## config.mk

```make
export PLATFORM = sky130hd
export DESIGN_NAME = uart_tx_arbiter
export DESIGN_NICKNAME = d
export VERILOG_FILES = /design/src/rtl/uart_tx_arbiter.sv
export SDC_FILE = /design/constraint.sdc
export NUM_CORES = 1
export LEC_CHECK = 0
export CORE_UTILIZATION = 25
export CTS_CLUSTER_SIZE = 10
export DETAILED_ROUTE_END_ITERATION = 10
export HOLD_SLACK_MARGIN = 0.1
export PLACE_DENSITY = 0.55
export RECOVER_POWER = 25
export SETUP_SLACK_MARGIN = 0.3
export SYNTH_ARGS = -nofsm -noshare
export SYNTH_HDL_FRONTEND = slang
export SYNTH_SLANG_ARGS = --single-unit
```

## constraint.sdc

```tcl
create_clock -name clk -period 2.6 [get_ports clk]
set_clock_uncertainty 0.2 [all_clocks]
set_input_delay 0.78 -clock clk [delete_from_list [all_inputs] [get_ports clk]]
set_output_delay 0.78 -clock clk [all_outputs]
set_load 0.03 [all_outputs]
```

## src/rtl/uart_tx_arbiter.sv

```systemverilog
// uart_tx_arbiter
// Shares the single UART TX FIFO write port between NUM_REQ byte-stream
// sources. Ownership is handed out round-robin per message: once granted, a
// source keeps the FIFO until its last byte is written, so messages never
// interleave on the serial line. A watchdog frees the port if the owner goes
// silent mid-message while the FIFO still has room.
module uart_tx_arbiter #(
  parameter int NUM_REQ      = 4,
  parameter int DATA_W       = 8,
  parameter int STALL_CYCLES = 1000
) (
  input  logic                      clk,
  input  logic                      reset,
  input  logic [NUM_REQ-1:0]        req_valid,
  input  logic [NUM_REQ*DATA_W-1:0] req_data,
  input  logic [NUM_REQ-1:0]        req_last,
  output logic [NUM_REQ-1:0]        req_ready,
  input  logic                      tx_full,
  output logic                      wr_uart,
  output logic [DATA_W-1:0]         w_data,
  output logic [NUM_REQ-1:0]        grant,
  output logic                      busy,
  output logic [7:0]                abort_cnt
);

  localparam int IDX_W   = (NUM_REQ > 1) ? $clog2(NUM_REQ) : 1;
  localparam int STALL_W = $clog2(STALL_CYCLES + 1);

  // The release happens on the stall cycle that would bring the count to
  // STALL_CYCLES, so the register only ever needs to hold STALL_CYCLES-1.
  localparam logic [STALL_W-1:0] STALL_LAST  = STALL_W'(STALL_CYCLES - 1);
  localparam logic [IDX_W-1:0]   LAST_IDX    = IDX_W'(NUM_REQ - 1);
  localparam logic [7:0]         ABORT_MAX   = 8'hFF;

  typedef enum logic {
    IDLE = 1'b0,
    XFER = 1'b1
  } state_t;

  state_t               state_q;
  logic [NUM_REQ-1:0]   grant_q;
  logic                 busy_q;
  logic [IDX_W-1:0]     owner_q;
  logic [IDX_W-1:0]     rr_ptr_q;
  logic [STALL_W-1:0]   stall_q;
  logic [7:0]           abort_q;

  logic                 arb_found;
  logic [IDX_W-1:0]     owner_d;
  logic [IDX_W-1:0]     cand_idx;
  logic [IDX_W-1:0]     rr_ptr_d;
  logic                 sel_valid;
  logic                 sel_last;
  logic [DATA_W-1:0]    sel_data;
  logic                 xfer;
  logic                 stall_cycle;

  // Round-robin pick: first valid source scanning upward from rr_ptr, wrapping.
  always_comb begin
    arb_found = 1'b0;
    owner_d   = '0;
    cand_idx  = '0;
    for (int k = 0; k < NUM_REQ; k++) begin
      cand_idx = IDX_W'((int'(rr_ptr_q) + k) % NUM_REQ);
      if (!arb_found && req_valid[cand_idx]) begin
        arb_found = 1'b1;
        owner_d   = cand_idx;
      end
    end
  end

  // Route the owner's valid/last/data through the one-hot grant.
  always_comb begin
    sel_valid = 1'b0;
    sel_last  = 1'b0;
    sel_data  = '0;
    for (int i = 0; i < NUM_REQ; i++) begin
      if (grant_q[i]) begin
        sel_valid = req_valid[i];
        sel_last  = req_last[i];
        sel_data  = req_data[i*DATA_W +: DATA_W];
      end
    end
  end

  // Transfer qualification, watchdog condition and pointer past the owner.
  always_comb begin
    xfer        = (state_q == XFER) && sel_valid && !tx_full;
    stall_cycle = (state_q == XFER) && !sel_valid && !tx_full;
    rr_ptr_d    = (owner_q == LAST_IDX) ? '0 : owner_q + 1'b1;
  end

  // Zero-latency path from the owning source to the FIFO write port.
  always_comb begin
    req_ready = '0;
    wr_uart   = xfer;
    w_data    = xfer ? sel_data : '0;
    if (state_q == XFER && !tx_full) begin
      req_ready = grant_q;
    end
  end

  // Arbitration FSM with its registered outputs, watchdog and abort counter.
  always_ff @(posedge clk) begin
    if (reset) begin
      state_q  <= IDLE;
      grant_q  <= '0;
      busy_q   <= 1'b0;
      owner_q  <= '0;
      rr_ptr_q <= '0;
      stall_q  <= '0;
      abort_q  <= '0;
    end else begin
      case (state_q)
        IDLE: begin
          if (arb_found) begin
            state_q <= XFER;
            grant_q <= NUM_REQ'(1) << owner_d;
            busy_q  <= 1'b1;
            owner_q <= owner_d;
            stall_q <= '0;
          end
        end
        XFER: begin
          if (xfer) begin
            stall_q <= '0;
            if (sel_last) begin
              state_q  <= IDLE;
              grant_q  <= '0;
              busy_q   <= 1'b0;
              rr_ptr_q <= rr_ptr_d;
            end
          end else if (stall_cycle) begin
            if (stall_q == STALL_LAST) begin
              state_q  <= IDLE;
              grant_q  <= '0;
              busy_q   <= 1'b0;
              rr_ptr_q <= rr_ptr_d;
              stall_q  <= '0;
              if (abort_q != ABORT_MAX) begin
                abort_q <= abort_q + 8'd1;
              end
            end else begin
              stall_q <= stall_q + 1'b1;
            end
          end
        end
        default: begin
          state_q <= IDLE;
          grant_q <= '0;
          busy_q  <= 1'b0;
        end
      endcase
    end
  end

  assign grant     = grant_q;
  assign busy      = busy_q;
  assign abort_cnt = abort_q;

endmodule

```

---- Yosys cells after proc, flatten, opt, wreduce, memory -nomap -nowiden ----
Index checks and enable logic that the tools add are counted.
cells by class
  $add $sub $neg .......................... 6
  div/mod/pow operators ................... 0
  reductions and logical operators ........ 20
  shift-type cells ........................ 1
  equality and inequality tests ........... 8
  bitwise logic cells ..................... 2
  $lt $le $gt $ge ......................... 4
  $mul .................................... 0
  multiplexer cells ....................... 58
operator list
  cell                                                   count
  2-to-1 mux 10 bit                                      4
  2-to-1 mux 8 bit                                       5
  2-to-1 mux 1 bit                                       26
  2-to-1 mux 4 bit                                       6
  one-hot mux 10 bit (2 select lines)                    1
  2-to-1 mux 2 bit                                       9
  < comparator 2 x 3 -> 1 bit, second input constant     4
  adder 10 x 1 -> 10 bit, second input constant          1
  == test 10 bit, second input constant                  1
  adder 8 x 1 -> 8 bit, second input constant            1
  binary-select mux 1 bit (select 2 bit)                 4
  logical AND 1 bit                                      8
  inequality test 8 bit, second input constant           1
  one-hot mux 4 bit (2 select lines)                     1
  AND reduction 4 bit                                    2
  inequality test 3 x 1 -> 1 bit, second input constant  2
  logical NOT 1 bit                                      5
  AND reduction 5 bit                                    1
  adder 2 x 1 -> 2 bit, second input constant            2
  adder 2 bit, second input constant                     2
  inequality test 2 bit, second input constant           2
  one-hot mux 1 bit (2 select lines)                     2
  AND reduction 2 bit                                    2
  nonzero test 2 bit                                     2
  4 further kinds                                        5
storage, ports and cells
  input port bits ......................... 43
  bits in read-only memories .............. 0
  RAM bits ................................ 0
  logic and storage cells ................. 106
  latch bits .............................. 0
  bits in registers ....................... 28
  memories kept ........................... 0
  output and inout bits ................... 26

---- Longest topological paths before layout ----
Gate-level depths: netlist of the first run.
  word-level depth ........................ 15
  mapped depth ............................ 6

---- Worst setup path before layout of the first run ----
OpenSTA, ideal clock, no wires.
  kind .................................... input to output
  start point ............................. input port req_valid[1]
  end point ............................... output port w_data[0]
  arrival ................................. 1.965 ns
  stages .................................. 4
  path slack .............................. -0.345 ns
  cell sequence ........................... a211oi_1 -> a211oi_2 -> nand2_1 -> nor2_1
between the ends
  longest elaborated chain between the ends .. 6
ends and longest elaborated chain
  element                         RTL line  text
  start: declaration              14        input logic [NUM_REQ-1:0] req_valid,
  2-to-1 mux 1 bit (3 in a row)   78        if (grant_q[i]) begin
  logical AND 1 bit (2 in a row)  88        xfer = (state_q == XFER) && sel_valid && !tx_full;
  2-to-1 mux 8 bit                97        w_data = xfer ? sel_data : '0;
  end: declaration                20        output logic [DATA_W-1:0] w_data,
No other way between the ends.

---- Final worst setup path of the first run ----
  start point ............................. input port req_valid[0]
  end point ............................... output port w_data[2]
between the ends
  longest elaborated chain between the ends .. 7
ends and longest elaborated chain
  element                         RTL line
  2-to-1 mux 1 bit (4 in a row)   78
  logical AND 1 bit (2 in a row)  88
  2-to-1 mux 8 bit                97
No other way between the ends.

==> results.cfg, run 1 <==
[route]
wire_per_inst_um = 14.1
wl_um = 5520
routed.top_layer = met4
num_vias = 1951
antenna_left = 0
drtPass1Iterations = 8
drt-met1-wl_um = 2610
wl_met3_um = 375
routed_via_density = 4.99
first_iter_violations = 85
drc = 12
dr_wl_met2_um = 2500

[logic_synthesis]
yosysMostFrequentCell = dfxtp_1
synthMuxAreaShare = 0.0430
ys_ff_latch = 28
synth_area_leaders = dfxtp_1 (33%), a221oi_1 (5.6%), a21oi_1 (5.2%), nor2_1 (5.2%), nor2b_1 (5.1%)
yosysTopAreaCell = dfxtp_1
synth_cell_types = 48
syn-num-nets = 260
ys_seq_area_frac = 0.327
synth-xor-area-share = 0.0357
ys_dominant_reg_cell = dfxtp_1
synth_top_family_by_area = simple AND/OR/NAND/NOR gates
syn_inst = 214
synth_compound_area_frac = 0.224
synthSimpleGateAreaFrac = 0.307
async_flop_share = 0
synth-edff-count = 0
synth.avg_cell_area_um2 = 8.02
yosysTopAreaCellShare = 0.327
synth_area_mm2 = 0.00172
yosys_warnings = 0
ys_top_cells_by_count = dfxtp_1 (28), nor2_1 (24), a21oi_1 (18)
synth_adder_area_share = 0.0219

[pwr]
ir_drop_uv = 207
power_density_mw_per_mm2 = 365
power_leakage_nw = 1.27

[placed_design]
portBuffers = 68
gp_congestion = 0.742
placed_area_mm2 = 0.00272
hpwlAfterDp_um = 3750
dpl_worst_slack_ns = -0.653

[setup_path]
startpoint = req_valid[0]
crit_end = w_data[2]
cp_data_arrival_time_ns = 1.76
required_ns = 1.62
r2r_setup_slack_ns = 0.31
cp-start-kind = input port
crit_path_end_kind = output port
r2r_end = abort_cnt[3]
crit_type = input port to output port
path_max_fanout = 5
r2r_cells = 6
r2r-start = stall_q[1]

[global_routing]
grtUsageTotal = 0.154
grt_pass1_wl_um = 9120
grt_pass1_vias = 1907
antenna_found_initial = 0
grt_max_degree = 22
gr-total-overflow = 0

[sta]
max_freq_ghz = 0.366
finalWorstSetupSlack_ns = -0.136
slew_viol_final = 0
hold_viol_final = 0
fin_crit_sh = 1.05
setup_viol = 9
tightest_slew_ns = 0.451
layout_min_cycle_time_ns = 2.74
rsz0062_at_grt = yes
slew_headroom = 0.699

[layout]
syn_to_final_growth_pct = 88.0
final_cell_area_mm2 = 0.00323
drive_gt1_frac = 0.385
final_util = 0.497
num_antenna_cells = 0
fin_nets = 361

[clock_tree]
clock_latency_ns = 0.27
cts_buffers = 3
clk_pin_slew_worst_paths_ns = 0.10
htree_levels = 1
cts_sinks = 28
cts_tree = built
cts_buffer_depth = 2
ctsRootBufferMaster = clkbuf_8

[floorplan]
core_region_area_mm2 = 0.00649
die_area_mm2 = 0.00720
fp.dieW_um = 84.9
ios = 69
die_h_um = 84.9
num_rows = 29
initial_core_util = 0.264

[worst_hold_path]
hold_class = flop to flop

[status]
violations = DRC, setup timing
status = finished with violations

[flow_run]
cap_violations = 0
==> metal layers <==
layer  vias to the layer above  GRT usage
li1                        990          -
met1                       891      0.217
met2                        68      0.248
met3                         2     0.0253
met4                         0     0.0354
met5                         -          0
==> per-stage QoR <==
stage / hold WS (ns) / total power [mW] / cells / TNS, ns
after floorplan: 0.240 / 0.643 / 214 / -1.16
after global placement: 0.257 / 0.798 / 374 / -16.31
after detailed placement: 0.255 / 0.798 / 374 / -16.55
after CTS: 0.271 / 1.14 / 386 / -1.01
after global routing: 0.309 / 1.24 / 391 / -1.62
final: 0.275 / 1.18 / 391 / -1.07
==> worst max-delay path, cell delays in order <==
cell	delay [ns]
buf_6	0.07
nand3b_1	0.13
a211oi_4	0.28
buf_6	0.16
nand2_8	0.09
nor2_4	0.12
buf_6	0.13
==> area by class of cell <==
| type | instances | area, um^2 |
|---|---|---|
| Sequential cell | 28 | 573 |
| Tap cell | 77 | 96.3 |
| Multi-Input combinational cell | 169 | 1460 |
| Timing Repair Buffer | 105 | 1010 |
| Fill cell | 620 | 3270 |
| Clock buffer | 4 | 55.1 |
| Inverter | 8 | 33.8 |
==> how the worst min path moves through the flow <==
stage | startpoint | end | slack (ns) | cells after the start
2_1_floorplan | owner_q[1] | owner_q[1] | 0.24 | 2
3_3_place_gp | owner_q[1] | owner_q[1] | 0.26 | 2
3_5_place_dp | owner_q[1] | owner_q[1] | 0.25 | 2
4_1_cts | owner_q[1] | owner_q[1] | 0.27 | 2
5_1_grt | owner_q[1] | owner_q[1] | 0.31 | 2
6_report | owner_q[1] | owner_q[1] | 0.27 | 2
==> state kept, by name, summed over array words and instances (netlist names) <==
name / flops
abort_cnt: 8
grant: 4
stall_q: 10
owner_q: 2
state_q: 1
rr_ptr_q: 2
busy: 1
==> report_power, final <==
group	switching, mW	leakage, nW	total, mW	internal (mW)
Clock	0.139	0.0288	0.274	0.136
Combinational	0.206	1.01	0.432	0.226
Sequential	0.0244	0.230	0.471	0.446
Total	0.369	1.27	1.18	0.808
==> what timing repair did <==
item                                    in CTS  in global routing
pin swaps                                   30                 14
gates cloned                                 1                  1
resized for setup                          109                 38
setup buffers                                7                  4
endpoints found under the setup margin      53                 40
hold buffers                                 0                  0
==> placed cells by master (no fill, tap or decap), types with 4 or more instances in the layout <==
cell,instances
buf_6,29
dlygate4sd2_1,29
dfxtp_1,22
buf_4,20
clkdlybuf4s50_1,16
a21oi_1,14
nor2_1,14
nand2_1,13
nor2b_1,11
nor3_1,11
a221oi_2,9
nor2_4,8
inv_1,7
and2_1,4
mux2i_1,4
nand4_1,4
o21ai_0,4
clkbuf_8,4
dfxtp_2,4
==> logic make-up after synthesis <==
logic type,Yosys count
DFF,28
muxes,7
buffers and inverters,18
and+or+nand+nor,97
xor gates and xnor gates,7
adders and majority gates,3
AOI/OAI and AO/OA,54
Power figures use the tool's default switching activity.
==> run 2: changes to the inputs <==
--- a/config.mk
+++ b/config.mk
@@ -10,7 +10,7 @@
 export DETAILED_ROUTE_END_ITERATION = 10
 export HOLD_SLACK_MARGIN = 0.1
 export PLACE_DENSITY = 0.55
-export RECOVER_POWER = 25
+export RECOVER_POWER = 50
 export SETUP_SLACK_MARGIN = 0.3
 export SYNTH_ARGS = -nofsm -noshare
 export SYNTH_HDL_FRONTEND = slang
==> run 2 against run 1 <==
  * The run still ends with DRC, setup timing left
  * Cell count did not move
  * Wire length fell by 0.27%
  * Via count is 0.26% lower
  * Critical path depth unchanged
  * Hold slack gained 0.0018 ns
  * Critical path type unchanged
  * Critical endpoint unchanged
==> results.cfg, run 2 (same netlist as run 1, synthesis figures left out) <==
[placed_design]
gp_congestion = 0.742
portBuffers = 68
placed_area_mm2 = 0.00272
hpwlAfterDp_um = 3750

[clock_tree]
cts_tree = built
cts_buffer_depth = 2
cts_buffers = 3
postCtsHoldBufs = 0
clock_latency_ns = 0.27
htree_levels = 1
cts_sinks = 28
clk_pin_slew_worst_paths_ns = 0.10
ctsRootBufferMaster = clkbuf_8

[route]
antenna_left = 0
num_vias = 1946
drtPass1Iterations = 11
drc = 12
wire_per_inst_um = 14.1
first_iter_violations = 84
wl_um = 5510
routed_via_density = 4.98

[global_routing]
grt_util_met2 = 0.248
antenna_found_initial = 0
grt_pass1_vias = 1907
grtUsageMet1 = 0.217
grt_max_degree = 22
use_met3 = 0.0253
grt_pass1_wl_um = 9120
grtUsageTotal = 0.154
busiest_layer = met2
gr-total-overflow = 0

[layout]
layout_common_cells = dlygate4sd2_1 (29), buf_6 (27), dfxtp_1 (22)
final_cell_area_mm2 = 0.00319
final_util = 0.492
num_antenna_cells = 0
drive_gt1_frac = 0.379
top_register = stall_q
fin_nets = 361
syn_to_final_growth_pct = 86.0
layout_commonest_cell = dlygate4sd2_1
largest_reg_flops = 10

[pwr]
combPwrFrac = 0.361
intPower_uw = 799
power_mw = 1.16
power.share.switching = 0.314
power_leakage_nw = 1.25
p_sw_uw = 366
ir_drop_uv = 201
power_density_mw_per_mm2 = 365
seq_power_share = 0.404
pwr-share-clk = 0.235

[floorplan]
core_region_area_mm2 = 0.00649
initial_core_util = 0.264
fp.dieW_um = 84.9
ios = 69
num_rows = 29
die_h_um = 84.9
die_area_mm2 = 0.00720

[setup_path]
r2r_end = abort_cnt[3]
r2r_cells = 6
r2r_setup_slack_ns = 0.32
path_max_fanout = 5
r2r-start = stall_q[1]
crit_path_end_kind = output port
cp_data_arrival_time_ns = 1.76
crit_type = input port to output port
required_ns = 1.62
cp-start-kind = input port

[worst_hold_path]
hp-start = owner_q[1]
hold_path_depth = 2
hold_class = flop to flop
worstHoldEndpoint = owner_q[1]

[sta]
rsz0062_at_grt = yes
finalWorstSetupSlack_ns = -0.138
max_freq_ghz = 0.365
fin_crit_sh = 1.05
slew_viol_final = 0
slew_headroom = 0.696
layout_min_cycle_time_ns = 2.74
fin_hold_ws_ns = 0.276
setup_viol = 9
tightest_slew_ns = 0.456
hold_viol_final = 0

[status]
status = finished with violations
violations = DRC, setup timing

[flow_run]
cap_violations = 0
==> run 2: per-stage QoR <==
step | worst slack [ns] | TNS, ns | instances
2_1_floorplan | -0.130 | -1.16 | 214
3_5_place_dp | -0.653 | -16.55 | 374
6_report | -0.138 | -1.08 | 391
3_3_place_gp | -0.634 | -16.31 | 374
5_1_grt | -0.197 | -1.62 | 391
4_1_cts | -0.138 | -1.01 | 386
==> run 2: area by class of cell <==
cell class                 count  area (um^2)
multi-input combinational    169         1440
clock buffer                   4         55.1
tap                           77         96.3
inverter                       8         33.8
timing repair buffer         105          993
sequential                    28          573
fill                         627         3300
==> run 2: layer usage <==
layer  wire (um)  share of wire  vias to the layer above
li1            -              -                      991
met1        2590           0.47                      886
met2        2470           0.45                       67
met3         406          0.074                        2
met4          34         0.0062                        0
met5           0              0                        -
==> run 2: worst max-delay path, stage by stage <==
cell,delay [ns]
buf_6,0.07
nand3b_1,0.13
a211oi_4,0.28
buf_6,0.16
nand2_8,0.09
nor2_4,0.12
buf_6,0.13
==> run 2: how the worst max path moves through the flow <==
stage,startpoint,end,slack [ns]
2_1_floorplan,req_valid[0],w_data[0],-0.13
3_3_place_gp,req_valid[0],wr_uart,-0.63
3_5_place_dp,req_valid[0],wr_uart,-0.65
4_1_cts,req_valid[1],wr_uart,-0.14
5_1_grt,req_valid[0],w_data[2],-0.20
6_report,req_valid[0],w_data[2],-0.14
==> run 2: power groups by stage <==
stage	registers [mW]	logic, mW	clock network, mW
after global placement	0.471	0.327	0
after CTS	0.464	0.391	0.287
after global routing	0.474	0.454	0.302
final	0.471	0.420	0.274
after floorplan	0.479	0.164	0
after detailed placement	0.471	0.327	0
==> run 2: what timing repair did <==
item,CTS,global route
buffers inserted,7,4
pin swaps,30,14
resized for setup,109,38
gates cloned,1,1
setup endpoints to repair,53,40
